`config.mk`:
```
export PLATFORM = sky130hd
export DESIGN_NAME = acc_job_sched
export DESIGN_NICKNAME = d
export VERILOG_FILES = /design/src/rtl/acc_job_sched.sv
export SDC_FILE = /design/constraint.sdc
export NUM_CORES = 1
export LEC_CHECK = 0
export BUFFER_PORTS_ARGS = -buffer_cell sky130_fd_sc_hd__clkbuf_2
export CAP_MARGIN = 10
export CORE_UTILIZATION = 35
export CTS_BUF_LIST = sky130_fd_sc_hd__clkbuf_2 sky130_fd_sc_hd__clkbuf_4 sky130_fd_sc_hd__clkbuf_8
export DETAILED_ROUTE_END_ITERATION = 6
export RECOVER_POWER = 100
export SYNTH_ARGS = -nofsm -noshare
export SYNTH_HDL_FRONTEND = slang
export SYNTH_SLANG_ARGS = --single-unit
```
`constraint.sdc`:
```
create_clock -name CLK -period 2.4 [get_ports CLK]
set_input_delay 0 -clock CLK [delete_from_list [all_inputs] [get_ports CLK]]
set_output_delay 0 -clock CLK [all_outputs]
set_load 0.03 [all_outputs]
```
`src/rtl/acc_job_sched.sv`:
```
// Round-robin job scheduler sharing one summing accumulator between two requesters.
// Optional stall watchdog: define ACC_SCHED_TIMEOUT_EN.
module acc_job_sched #(
  parameter int DATA_W         = 8,
  parameter int TIMEOUT_CYCLES = 255
) (
  input  logic              CLK,
  input  logic              RST_N,
  input  logic              req0_req,
  input  logic              req1_req,
  input  logic [DATA_W-1:0] req0_len_value,
  input  logic [DATA_W-1:0] req1_len_value,
  output logic              req0_gnt,
  output logic              req1_gnt,
  input  logic [DATA_W-1:0] req0_din_value,
  input  logic [DATA_W-1:0] req1_din_value,
  input  logic              req0_din_en,
  input  logic              req1_din_en,
  output logic              req0_din_rdy,
  output logic              req1_din_rdy,
  input  logic              req0_resp_en,
  input  logic              req1_resp_en,
  output logic              req0_resp_rdy,
  output logic              req1_resp_rdy,
  output logic [DATA_W-1:0] resp_value,
  output logic              resp_err,
  output logic [DATA_W-1:0] acc_len_value,
  output logic              acc_len_en,
  input  logic              acc_len_rdy,
  output logic [DATA_W-1:0] acc_din_value,
  output logic              acc_din_en,
  input  logic              acc_din_rdy,
  output logic              acc_dout_en,
  input  logic [DATA_W-1:0] acc_dout_value,
  input  logic              acc_dout_rdy
);

  typedef enum logic [2:0] {IDLE, PROG, DATA, DRAIN, RESP} state_e;

  state_e            state_q;
  logic [1:0]        gnt_q;
  logic              last_q;
  logic [DATA_W-1:0] len_q;
  logic [DATA_W-1:0] count_q;
  logic [DATA_W-1:0] resp_value_q;

  logic              anyReq;
  logic              pick1;
  logic [DATA_W-1:0] winLen;
  logic              respTake;

  // On a tie the requester that was not served last wins.
  assign anyReq   = req0_req | req1_req;
  assign pick1    = req1_req & (~req0_req | ~last_q);
  assign winLen   = pick1 ? req1_len_value : req0_len_value;
  assign respTake = gnt_q[1] ? req1_resp_en : req0_resp_en;

  assign req0_gnt      = gnt_q[0];
  assign req1_gnt      = gnt_q[1];
  assign acc_len_value = len_q;
  assign acc_len_en    = (state_q == PROG) & acc_len_rdy;
  assign req0_din_rdy  = (state_q == DATA) & gnt_q[0] & acc_din_rdy;
  assign req1_din_rdy  = (state_q == DATA) & gnt_q[1] & acc_din_rdy;
  assign acc_din_value = gnt_q[1] ? req1_din_value : req0_din_value;
  assign acc_din_en    = (req0_din_rdy & req0_din_en) | (req1_din_rdy & req1_din_en);
  assign acc_dout_en   = (state_q == DRAIN) & acc_dout_rdy;
  assign req0_resp_rdy = (state_q == RESP) & gnt_q[0];
  assign req1_resp_rdy = (state_q == RESP) & gnt_q[1];
  assign resp_value    = resp_value_q;

`ifdef ACC_SCHED_TIMEOUT_EN
  localparam int SW = $clog2(TIMEOUT_CYCLES + 1);
  logic [SW-1:0] stall_q;
  logic          resp_err_q;
  logic          busy;
  logic          handshake;

  assign busy      = (state_q == PROG) | (state_q == DATA) | (state_q == DRAIN);
  assign handshake = acc_len_en | acc_din_en | acc_dout_en;
  assign resp_err  = resp_err_q;
`else
  logic unused_timeout;
  assign unused_timeout = (TIMEOUT_CYCLES != 0);
  assign resp_err       = 1'b0;
`endif

  always_ff @(posedge CLK or negedge RST_N) begin
    if (!RST_N) begin
      state_q      <= IDLE;
      gnt_q        <= 2'b00;
      last_q       <= 1'b1;
      len_q        <= '0;
      count_q      <= '0;
      resp_value_q <= '0;
`ifdef ACC_SCHED_TIMEOUT_EN
      stall_q      <= '0;
      resp_err_q   <= 1'b0;
`endif
    end else begin
      case (state_q)
        IDLE: begin
          if (anyReq) begin
            gnt_q <= {pick1, ~pick1};
            len_q <= winLen;
            if (winLen == '0) begin
              resp_value_q <= '0;
`ifdef ACC_SCHED_TIMEOUT_EN
              resp_err_q   <= 1'b0;
`endif
              state_q      <= RESP;
            end else begin
              state_q <= PROG;
            end
          end
        end
        PROG: begin
          if (acc_len_en) begin
            count_q <= '0;
            state_q <= DATA;
          end
        end
        DATA: begin
          // Exit is tested before incrementing, so len 255 never wraps the count.
          if (acc_din_en) begin
            if (count_q == len_q - DATA_W'(1)) state_q <= DRAIN;
            else count_q <= count_q + DATA_W'(1);
          end
        end
        DRAIN: begin
          if (acc_dout_en) begin
            resp_value_q <= acc_dout_value;
`ifdef ACC_SCHED_TIMEOUT_EN
            resp_err_q   <= 1'b0;
`endif
            state_q      <= RESP;
          end
        end
        RESP: begin
          if (respTake) begin
            gnt_q   <= 2'b00;
            last_q  <= gnt_q[1];
            state_q <= IDLE;
          end
        end
        default: state_q <= IDLE;
      endcase
`ifdef ACC_SCHED_TIMEOUT_EN
      // A stalled job is forced to a response; later assignments override the case above.
      if (busy && !handshake) begin
        if (stall_q == SW'(TIMEOUT_CYCLES - 1)) begin
          stall_q      <= '0;
          resp_err_q   <= 1'b1;
          resp_value_q <= '0;
          state_q      <= RESP;
        end else begin
          stall_q <= stall_q + SW'(1);
        end
      end else begin
        stall_q <= '0;
      end
`endif
    end
  end

endmodule

```
## Word level (Yosys, flattened, before mapping)

Index checks and enable logic that the tools add are counted.

| word-level totals | value |
|---|---|
| bits in registers | 30 |
| input bits | 51 |
| word-level logic and storage cells | 71 |

| operators by class | value |
|---|---|
| add/subtract/negate cells | 2 |
| equal/unequal tests | 13 |
| mux-type cells | 22 |
| bitwise gates (word level) | 17 |
| reduce and logical (&&, ||, !) cells | 11 |

Operator list:

| operator | count |
|---|---|
| $mux W8 | 8 |
| $pmux W8 S2 | 2 |
| $mux W3 | 7 |
| $pmux W3 S5 | 1 |
| $ne A2 B2 Y1 const B | 7 |
| $and A1 B1 Y1 | 11 |
| $add A8 B1 Y8 const B | 1 |
| $eq A8 B8 Y1 | 1 |
| $logic_not A8 Y1 | 1 |
| $reduce_and A4 Y1 | 2 |
| $sub A8 B1 Y8 const B | 1 |
| $eq A3 B2 Y1 const B | 2 |
| $reduce_and A6 Y1 | 1 |
| $reduce_bool A2 Y1 | 3 |
| $mux W2 | 2 |
| $pmux W2 S2 | 1 |
| $reduce_and A2 Y1 | 2 |
| $eq A3 B1 Y1 const B | 1 |
| $eq A3 B3 Y1 const B | 1 |
| $logic_not A3 Y1 | 1 |
| $not A1 Y1 | 3 |
| $or A1 B1 Y1 | 3 |
| $reduce_and A3 Y1 | 1 |
| $ne A2 B1 Y1 const B | 1 |
| $mux W1 | 1 |

## Logic depth before layout (Yosys ltp)

Gate-level depths: netlist of the first run.

| logic depth | value |
|---|---|
| depth after elaboration | 8 |
| mapped depth | 8 |
| depth with buffers taken out | 8 |

## Least setup slack after synthesis of the first run

OpenSTA, ideal clock, no wires.

| timing | value |
|---|---|
| kind | flip-flop to flip-flop |
| from | reg len_q[0] (netlist: acc_len_value[0]) |
| to | reg count_q[4] |
| setup time | 80 ps |
| data arrival time | 2088 ps |
| required time | 2320 ps |
| slack | 232 ps |
| cell stages (with the launch flop) | 8 |
| path buffers | 0 |
| period minus slack after synthesis | 2168 ps |
| cell sequence | dfrtp_1 inv_1 ha_1 xor2_1 and4_1 o211a_4 or4b_1 a21oi_1 |

| between the ends | value |
|---|---|
| longest elaborated chain between the ends | 4 |

Ends and longest elaborated chain:

| element | line | RTL |
|---|---|---|
| start, declared | 43 | `logic [DATA_W-1:0] len_q;` |
| start signal, assigned | 104 | `len_q <= winLen;` |
| $sub A8 B1 Y8 | 125 | `if (count_q == len_q - DATA_W'(1)) state_q <= DRAIN;` |
| $eq A8 B8 Y1 | 125 |  |
| $ne A2 B2 Y1 (no line) | - |  |
| $reduce_and A4 Y1 (no line) | - |  |
| end signal, assigned | 126 | `else count_q <= count_q + DATA_W'(1);` |
| end, declared | 44 | `logic [DATA_W-1:0] count_q;` |

Every way passes these cells.
A chain may end at the register's enable or synchronous reset.

## Worst setup path after layout of the first run

| timing | value |
|---|---|
| from | reg len_q[0] (netlist: acc_len_value[0]) |
| to | reg count_q[3] |

The elaborated chain is that of the path after synthesis.

==> summary.txt, run 1 <==
status - finished, violations left
failing checks - max-capacitance violations, max-slew violations
Post-Synth Adder-Cell Area - 0.0136
combinational share of power - 0.513
antenna-violating nets left - 0
CTS Buffer Depth - 2
crit path capture type - flop
WL per Instance - 13.2 um
pre-CTS setup slack - 268 ps
clock sinks - 30
worst hold path class - in -> reg
Primary FF master, synth - dfrtp_1
switching share of power - 0.483
crit-path cells - inv_1, ha_1, nand2b_1, or4b_1, a32oi_1, o211ai_1, nand3_1, mux2i_1
Reg2Reg Setup Slack - 270 ps
Critical Path Slowest Stage Cell - or4b_1
fin. max-slew vios - 31
Row Count - 26
vias in the first global route - 1,732
drt via density - 5.05
CTS clock-pin slew for the worst setup and hold paths - 70 ps
worst endpoint required time - 2610 ps
Reg2Reg Launch Point - acc_len_value[0]$_DFFE_PN0P_
CTS Root Cell - clkbuf_8
Crit Path Class - reg -> reg
period utilization - 0.889
Worst Max-Slew Pin Slew - 1640 ps
fraction of registers with async set/reset - 1.00
HPWL Detailed - 3620 um
num ports - 85
layout cells sized above 1 - 0.273
clock group share of total power - 0.157
DRT iter0 DRCs - 80
layout overhead on the synthesized area - 36.3%
chip width - 74.5 um
xor/xnor share of the synthesized area - 0.0374
min cycle time layout - 2130 ps
internal power - 0.00144 W
Mapped Nets - 242
register area - 752 um2
Worst-Skew Late Latency - 290 ps
total CTS buffers - 5
yosys warns - 0
Die H - 74.5 um
NetSw - 0.00134 W
post-synthesis simple-gate area fraction - 0.209
Final Setup Violations - 0
Antenna Cells - 0
Worst R2R End - count_q[3]$_DFFE_PN0P_
CP Launch Point - acc_len_value[0]$_DFFE_PN0P_
initial antenna violation count - 0
VDD IR max - 0.473 mV
max incr delay on CP - 480 ps
Cell Area, Synth - 0.00184 mm2
fin nets - 341
grt total ovfl - 0
sequential fraction of design power - 0.331
R2R cell count - 8
CTS tree - done
Compound-Gate Fraction of Synth Area - 0.184
Tot GR Track Use - 0.187
CP startpoint kind - flop
Total Neg Setup Slack - 0 ps
Synth Area per Inst - 9.72 um2
GP Congestion - 0.755
IO buf count - 83
commonest non-fill, non-tap cell in the layout - clkbuf_2
worst relative slew slack - -0.0910
die area - 0.00555 mm2
DR vias - 1,814
commonest cells after routing, fill and taps aside - clkbuf_2 (50), clkbuf_1 (34), dfrtp_1 (29), a21oi_1 (15), nor2_1 (13)
DRC Markers - 0
final hold viol count - 0
WP data arrival - 2350 ps
H-tree depth reported by CTS - 2
area of the multi-input gates - 0.00103 mm2
crit path to - count_q[3]$_DFFE_PN0P_
first-pass GRT wire length - 7790 um
register area share after synthesis - 0.409
clk_skew - 9.89 ps
pin count of the biggest net entering global routing - 31
starting density of the core - 0.362
largest family of logic cells by synthesized area - simple AND/OR/NAND/NOR gates
CORE AREA - 0.00507 mm2
Post-synth EDFFs - 0
distinct cell type count after synthesis - 48
DRT Wirelength - 4750 um
Leak - 1.17 nW
Final Hold Slack - 13.9 ps
fill count - 516
final setup margin - 266 ps
mux cell area share after synthesis - 0.115
Synth Instances - 189
Fmax - 0.469 GHz
RSZ-0062 raised after global routing - false
first-pass detailed-route iteration total - 4
worst-path fanout max - 5
synthesis-stage register bit count - 30
Max Cap Violations - 1
Cell Pwr Density - 1110 mW/mm2
[power by group through the flow]
stage                     Sequential (W)  Clock (W)  Combinational, W
final                           0.000919   0.000435           0.00142
after CTS                       0.000922   0.000453           0.00150
after floorplan                  0.00118          0          0.000764
after global routing            0.000954   0.000470           0.00156
after global placement          0.000928          0           0.00147
after detailed placement        0.000928          0           0.00148
[worst max-delay path, delay by kind of cell, from the launching register on]
kind / cells / cell delay (ps)
fa+ha+maj: 1 / 180
buf+inv: 1 / 90
simple gates: 3 / 730
flops: 1 / 440
compound gates: 2 / 440
mux: 1 / 190
[metrics by stage]
step	util	area, um2	std cells	total power (W)
final	0.494	2500	359	0.00278
after detailed placement	0.464	2350	341	0.00241
after global placement	0.464	2350	341	0.00239
after global routing	0.494	2500	359	0.00299
after CTS	0.502	2550	359	0.00287
after floorplan	-	1840	189	0.00194
[flip-flops by register name, summed over array words and instances (netlist names)]
name	flops
acc_len_value	8
count_q	8
resp_value	8
state_q	3
gnt_q	2
last_q	1
[kinds of logic after synthesis]
logic type	count (synthesis)
buffers and inverters	13
AOI/OAI and AO/OA	49
muxes	20
DFF	30
and+or+nand+nor	67
xor gates and xnor gates	7
other	1
adders and majority gates	2
[Yosys cell counts (3+ instances only)]
cell type,number,share of area
nor2b_1,4,0.014
mux2_2,9,0.055
a21oi_1,15,0.041
and3_1,6,0.020
a22o_1,10,0.048
nand3_1,8,0.022
nor4_1,3,0.010
nand2b_1,3,0.010
xor2_1,4,0.019
clkbuf_1,4,0.0082
o21ai_0,11,0.030
mux2i_1,11,0.060
nand4_1,5,0.017
nor2_1,13,0.027
nand2_1,8,0.016
or4_1,3,0.012
dfrtp_1,29,0.39
inv_1,6,0.012
[worst min path at each step]
stage / from / to / cells past startpoint
after CTS: acc_dout_rdy / state_q[1]$_DFFE_PN0P_ / 4
after floorplan: RST_N / acc_len_value[0]$_DFFE_PN0P_ / 0
after global routing: req0_resp_en / state_q[2]$_DFFE_PN0P_ / 3
after global placement: RST_N / count_q[5]$_DFFE_PN0P_ / 1
final: acc_dout_rdy / state_q[1]$_DFFE_PN0P_ / 4
after detailed placement: RST_N / count_q[5]$_DFFE_PN0P_ / 1
[area by class of cell]
| class | instances | share of cell area |
|---|---|---|
| flip-flops and latches | 30 | 0.300 |
| well taps | 70 | 0.0350 |
| multi-input cells | 146 | 0.412 |
| repair buffers | 99 | 0.206 |
| inverters | 6 | 0.00899 |
| clock inverters | 2 | 0.00500 |
| clock buffers | 6 | 0.0330 |
[timing repair]
action | in CTS | in global routing
setup buffers | 0 | 0
hold endpoints to repair | 38 | 0
hold buffers | 10 | 0
resized for setup | 0 | 0
[metal layers]
layer | GRT usage | routed length (um) | vias to the layer above
met3 | 0.0515 | 280 | 6
met5 | 0 | 0 | -
met2 | 0.313 | 2280 | 62
li1 | - | - | 909
met4 | 0.0650 | 70 | 0
met1 | 0.231 | 2120 | 837
Power figures use the tool's default switching activity.
==> inputs of run 2 (changes only) <==
CORE_MARGIN = 4   (was default)
==> summary.txt, run 2 (same netlist as run 1, synthesis figures left out) <==
chip width - 80.5 um (was 74.5 um)
Worst R2R End - count_q[3]$_DFFE_PN0P_ (unchanged)
fill count - 514 (was 516)
Worst Hold Path EP - state_q[1]$_DFFE_PN0P_ (unchanged)
total CTS buffers - 5 (unchanged)
layout overhead on the synthesized area - 36.7% (was 36.3%)
Worst-Skew Late Latency - 280 ps (was 290 ps)
first-pass detailed-route iteration total - 4 (unchanged)
status - finished, violations left (unchanged)
pin count of the biggest net entering global routing - 31 (unchanged)
initial antenna violation count - 0 (unchanged)
DR vias - 1,824 (was 1,814)
Tot GR Track Use - 0.171 (was 0.187)
Worst Max-Slew Pin Slew - 1680 ps (was 1640 ps)
worst-path fanout max - 5 (unchanged)
Post-CTS Setup Bufs - 0 (unchanged)
Die H - 80.5 um (was 74.5 um)
Max Cap Violations - 1 (unchanged)
Cell Pwr Density - 1140 mW/mm2 (was 1110 mW/mm2)
CTS tree - done (unchanged)
Leak - 1.18 nW (was 1.17 nW)
clk_skew - 2.96 ps (was 9.89 ps)
CP startpoint kind - flop (unchanged)
min cycle time layout - 2190 ps (was 2130 ps)
layout cells sized above 1 - 0.266 (was 0.273)
worst endpoint required time - 2600 ps (was 2610 ps)
Row Count - 26 (unchanged)
crit-path cells - inv_1, ha_1, nand2b_1, or4b_1, a32oi_1, o211ai_1, nand3_1, mux2i_1 (unchanged)
antenna-violating nets left - 0 (unchanged)
CORE AREA - 0.00511 mm2 (was 0.00507 mm2)
DRT Wirelength - 5200 um (was 4750 um)
RSZ-0062 raised after global routing - false (unchanged)
GP Congestion - 0.767 (was 0.755)
vias in the first global route - 1,844 (was 1,732)
Reg2Reg Launch Point - acc_len_value[0]$_DFFE_PN0P_ (unchanged)
CTS clock-pin slew for the worst setup and hold paths - 70 ps (about the same)
fin. max-slew vios - 31 (unchanged)
fin area - 0.00251 mm2 (was 0.00250 mm2)
starting density of the core - 0.360 (was 0.362)
num ports - 85 (unchanged)
R2R cell count - 8 (unchanged)
Inst Count DP - 341 (unchanged)
CTS Root Cell - clkbuf_8 (unchanged)
final hold viol count - 0 (unchanged)
placed cell area - 0.00235 mm2 (unchanged)
worst relative slew slack - -0.123 (was -0.0910)
crit path capture type - flop (unchanged)
DRT iter0 DRCs - 82 (was 80)
worst hold path class - in -> reg (unchanged)
DRC Markers - 0 (unchanged)
IO buf count - 83 (unchanged)
Total Neg Setup Slack - 0 ps (unchanged)
H-tree depth reported by CTS - 2 (unchanged)
period utilization - 0.914 (was 0.889)
CTS resizes - 0 (unchanged)
Fmax - 0.456 GHz (was 0.469 GHz)
Hold Path Stages - 4 (unchanged)
WP data arrival - 2400 ps (was 2350 ps)
max incr delay on CP - 470 ps (was 480 ps)
Critical Path Slowest Stage Cell - or4b_1 (unchanged)
startpoint of the worst hold path - acc_dout_rdy (unchanged)
CTS Buffer Depth - 2 (unchanged)
commonest non-fill, non-tap cell in the layout - clkbuf_2 (unchanged)
clock sinks - 30 (unchanged)
drt via density - 5.08 (was 5.05)
Crit Path Class - reg -> reg (unchanged)
HPWL Detailed - 3990 um (was 3620 um)
VDD IR max - 0.477 mV (was 0.473 mV)
Antenna Cells - 0 (unchanged)
die area - 0.00647 mm2 (was 0.00555 mm2)
Reg2Reg Setup Slack - 210 ps (was 270 ps)
fin nets - 341 (unchanged)
first-pass GRT wire length - 8710 um (was 7790 um)
commonest cells after routing, fill and taps aside - clkbuf_2 (51), clkbuf_1 (35), dfrtp_1 (29), a21oi_1 (15), nor2_1 (13) (was clkbuf_2 (50), clkbuf_1 (34), dfrtp_1 (29), a21oi_1 (15), nor2_1 (13))
final cell count without fillers - 359 (unchanged)
WL per Instance - 14.5 um (was 13.2 um)
Final Setup Violations - 0 (unchanged)
grt total ovfl - 0 (unchanged)
failing checks - max-capacitance violations, max-slew violations (unchanged)
## run 2: layout make-up
cell class              instances  area (um2)  area share
multi-input cells             146        1030       0.411
flip-flops and latches         30         752       0.299
repair buffers                 99         509       0.203
well taps                      70        87.6      0.0349
clock buffers                   5        68.8      0.0274
clock inverters                 3        40.0      0.0159
inverters                       6        22.5     0.00896
## run 2: what timing repair did
action                                 4_1_cts  5_1_grt
setup endpoints to repair                    0        0
endpoints found under the hold margin       38        0
hold buffers                                10        0
## run 2: per-layer routing
layer / vias up / share of wire / global-route usage
li1: 906 / - / -
met1: 839 / 0.44 / 0.219
met2: 73 / 0.48 / 0.283
met3: 6 / 0.069 / 0.0426
met4: 0 / 0.010 / 0.0507
met5: - / 0 / 0
## run 2: stage by stage
stage / setup slack [ps] / total power, W / hold slack, ps / utilization
final: 206 / 0.00286 / 30.1 / 0.492
after global routing: 29.6 / 0.00307 / 46.5 / 0.492
after CTS: 202 / 0.00296 / 28.0 / 0.502
after detailed placement: 220 / 0.00243 / 121 / 0.461
after global placement: 315 / 0.00240 / 115 / 0.461
after floorplan: 232 / 0.00194 / -296 / -
## run 2: where the power goes
group | leakage [nW] | internal, W | switching, W
combinational | 0.747 | 0.000498 | 0.000939
sequential | 0.373 | 0.000700 | 0.000215
clock | 0.0579 | 0.000305 | 0.000201
## run 2: how the worst max path moves through the flow
stage | endpoint | start | depth (start not counted)
2_1_floorplan | count_q[4]$_DFFE_PN0P_ | acc_len_value[0]$_DFFE_PN0P_ | 7
3_3_place_gp | count_q[3]$_DFFE_PN0P_ | acc_len_value[0]$_DFFE_PN0P_ | 8
3_5_place_dp | count_q[3]$_DFFE_PN0P_ | acc_len_value[0]$_DFFE_PN0P_ | 8
4_1_cts | count_q[3]$_DFFE_PN0P_ | acc_len_value[0]$_DFFE_PN0P_ | 8
5_1_grt | count_q[3]$_DFFE_PN0P_ | acc_len_value[0]$_DFFE_PN0P_ | 8
6_report | count_q[3]$_DFFE_PN0P_ | acc_len_value[0]$_DFFE_PN0P_ | 8
## run 2: critical path, delay by kind of cell (launching register included)
| kind | cells | cell delay, ps |
|---|---|---|
| and+or+nand+nor | 3 | 730 |
| AOI/OAI and AO/OA | 2 | 490 |
| adders and majority gates | 1 | 170 |
| DFF | 1 | 450 |
| muxes | 1 | 200 |
| buffers and inverters | 1 | 90 |
==> inputs of run 3 (changes only) <==
CELL_PAD_IN_SITES_DETAIL_PLACEMENT = 0   (was default)
CELL_PAD_IN_SITES_GLOBAL_PLACEMENT = 1   (was default)
PLACE_DENSITY = 0.8   (was default)
==> summary.txt, run 3 (same netlist as run 1, synthesis figures left out) <==
Antenna Cells - 0 (unchanged)
Die H - 80.5 um (unchanged)
fill count - 521 (was 514)
DRT iter0 DRCs - 123 (was 82)
WL per Instance - 14.2 um (was 14.5 um)
fin. max-slew vios - 31 (unchanged)
Leak - 1.17 nW (was 1.18 nW)
Post-CTS Setup Bufs - 0 (unchanged)
vias in the first global route - 1,750 (was 1,844)
RSZ-0062 raised after global routing - false (unchanged)
sequential fraction of design power - 0.331 (was 0.320)
Crit Path Class - reg -> reg (unchanged)
starting density of the core - 0.360 (unchanged)
switching share of power - 0.486 (was 0.474)
worst relative slew slack - -0.105 (was -0.123)
R2R cell count - 8 (unchanged)
pin count of the biggest net entering global routing - 31 (unchanged)
fin area - 0.00250 mm2 (was 0.00251 mm2)
WP data arrival - 2330 ps (was 2400 ps)
commonest non-fill, non-tap cell in the layout - clkbuf_2 (unchanged)
Worst R2R End - count_q[2]$_DFFE_PN0P_ (was count_q[3]$_DFFE_PN0P_)
Reg2Reg Setup Slack - 270 ps (was 210 ps)
grt total ovfl - 0 (unchanged)
crit path to - count_q[2]$_DFFE_PN0P_ (was count_q[3]$_DFFE_PN0P_)
commonest cells after routing, fill and taps aside - clkbuf_2 (50), clkbuf_1 (35), dfrtp_1 (29), a21oi_1 (15), nor2_1 (13) (was clkbuf_2 (51), clkbuf_1 (35), dfrtp_1 (29), a21oi_1 (15), nor2_1 (13))
failing checks - max-capacitance violations, max-slew violations (unchanged)
crit path capture type - flop (unchanged)
H-tree depth reported by CTS - 2 (unchanged)
fin nets - 341 (unchanged)
period utilization - 0.888 (was 0.914)
first-pass GRT wire length - 8210 um (was 8710 um)
DRT Wirelength - 5090 um (was 5200 um)
Tot GR Track Use - 0.164 (was 0.171)
CP startpoint kind - flop (unchanged)
die area - 0.00647 mm2 (unchanged)
layout cells sized above 1 - 0.270 (was 0.266)
Cell Pwr Density - 1110 mW/mm2 (was 1140 mW/mm2)
combinational share of power - 0.514 (was 0.503)
min cycle time layout - 2130 ps (was 2190 ps)
GP Congestion - 0.774 (was 0.767)
Fmax - 0.469 GHz (was 0.456 GHz)
clock group share of total power - 0.155 (was 0.177)
initial antenna violation count - 0 (unchanged)
Max Cap Violations - 1 (unchanged)
worst endpoint required time - 2600 ps (about the same)
chip width - 80.5 um (unchanged)
CTS Root Cell - clkbuf_8 (unchanged)
Total Neg Setup Slack - 0 ps (unchanged)
Hold Path Stages - 4 (unchanged)
total CTS buffers - 5 (unchanged)
DRC Markers - 0 (unchanged)
Worst Max-Slew Pin Slew - 1660 ps (was 1680 ps)
worst hold path class - in -> reg (unchanged)
Worst-Skew Late Latency - 280 ps (about the same)
antenna-violating nets left - 0 (unchanged)
HPWL Detailed - 3850 um (was 3990 um)
Row Count - 26 (unchanged)
Reg2Reg Launch Point - acc_len_value[0]$_DFFE_PN0P_ (unchanged)
placed cell area - 0.00235 mm2 (unchanged)
total power - 0.00278 W (was 0.00286 W)
NetSw - 0.00135 W (was 0.00136 W)
CTS Buffer Depth - 2 (unchanged)
first-pass detailed-route iteration total - 4 (unchanged)
Final Setup Violations - 0 (unchanged)
clk_skew - 7.22 ps (was 2.96 ps)
area of the multi-input gates - 0.00103 mm2 (unchanged)
VDD IR max - 0.414 mV (was 0.477 mV)
CTS tree - done (unchanged)
worst-path fanout max - 5 (unchanged)
status - finished, violations left (unchanged)
CTS clock-pin slew for the worst setup and hold paths - 70 ps (about the same)
layout overhead on the synthesized area - 36.1% (was 36.7%)
DR vias - 1,828 (was 1,824)
num ports - 85 (unchanged)
clock sinks - 30 (unchanged)
IO buf count - 83 (unchanged)
CORE AREA - 0.00511 mm2 (unchanged)
final hold viol count - 0 (unchanged)
CP Launch Point - acc_len_value[0]$_DFFE_PN0P_ (unchanged)
drt via density - 5.09 (was 5.08)
register area - 752 um2 (unchanged)
internal power - 0.00143 W (was 0.00150 W)
## run 3: changes by cell type in the layout (fill, tap and decap cells not counted), sizes merged
cell      delta
buf          +1
bufinv       -1
clkinv       -1
clkinvlp     +1
## run 3: area by class of cell
class | instances | share of cell area
clock buffer | 6 | 0.0330
clock inverter | 2 | 0.00500
inverter | 6 | 0.00900
multi-input combinational | 146 | 0.413
sequential | 30 | 0.301
tap | 70 | 0.0350
timing repair buffer | 99 | 0.205
## run 3: how the worst min path moves through the flow
stage                 startpoint                      endpoint  slack [ps]
6_report            acc_dout_rdy        state_q[1]$_DFFE_PN0P_          20
5_1_grt        req0_len_value[3]  acc_len_value[3]$_DFFE_PN0P_          30
4_1_cts             acc_dout_rdy        state_q[1]$_DFFE_PN0P_          20
3_5_place_dp               RST_N        count_q[5]$_DFFE_PN0P_         120
3_3_place_gp               RST_N  acc_len_value[2]$_DFFE_PN0P_         120
2_1_floorplan              RST_N  acc_len_value[0]$_DFFE_PN0P_        -300
## run 3: worst max-delay path, stage by stage (launching register included)
cell	delay [ps]
dfrtp_1	440
inv_1	80
ha_1	170
nand2b_1	100
or4b_1	460
a32oi_1	250
o211ai_1	210
nand3_1	150
mux2i_1	190
## run 3: power groups by stage
stage / combinational [W] / sequential, W / clock (W)
2_1_floorplan: 0.000764 / 0.00118 / 0
3_3_place_gp: 0.00148 / 0.000922 / 0
3_5_place_dp: 0.00148 / 0.000925 / 0
4_1_cts: 0.00151 / 0.000916 / 0.000447
5_1_grt: 0.00156 / 0.000945 / 0.000475
6_report: 0.00143 / 0.000920 / 0.000429
## run 3: repair_timing
item / in CTS / in global routing
hold buffers: 10 / 0
endpoints found under the setup margin: 0 / 0
endpoints found under the hold margin: 38 / 0
resized for setup: 0 / 0
## run 3: stage by stage
step	utilization	cells	setup WS [ps]	hold WS, ps
floorplan	-	189	232	-296
global placement	0.461	341	331	124
detailed placement	0.461	341	276	122
CTS	0.499	359	265	23.3
global route	0.490	359	35.7	32.7
finish	0.490	359	269	22.9
## run 3: metal layers
metal / routed length, um / global-route usage
met1: 2250 / 0.213
met2: 2460 / 0.262
met3: 328 / 0.0504
met4: 55 / 0.0456
met5: 0 / 0
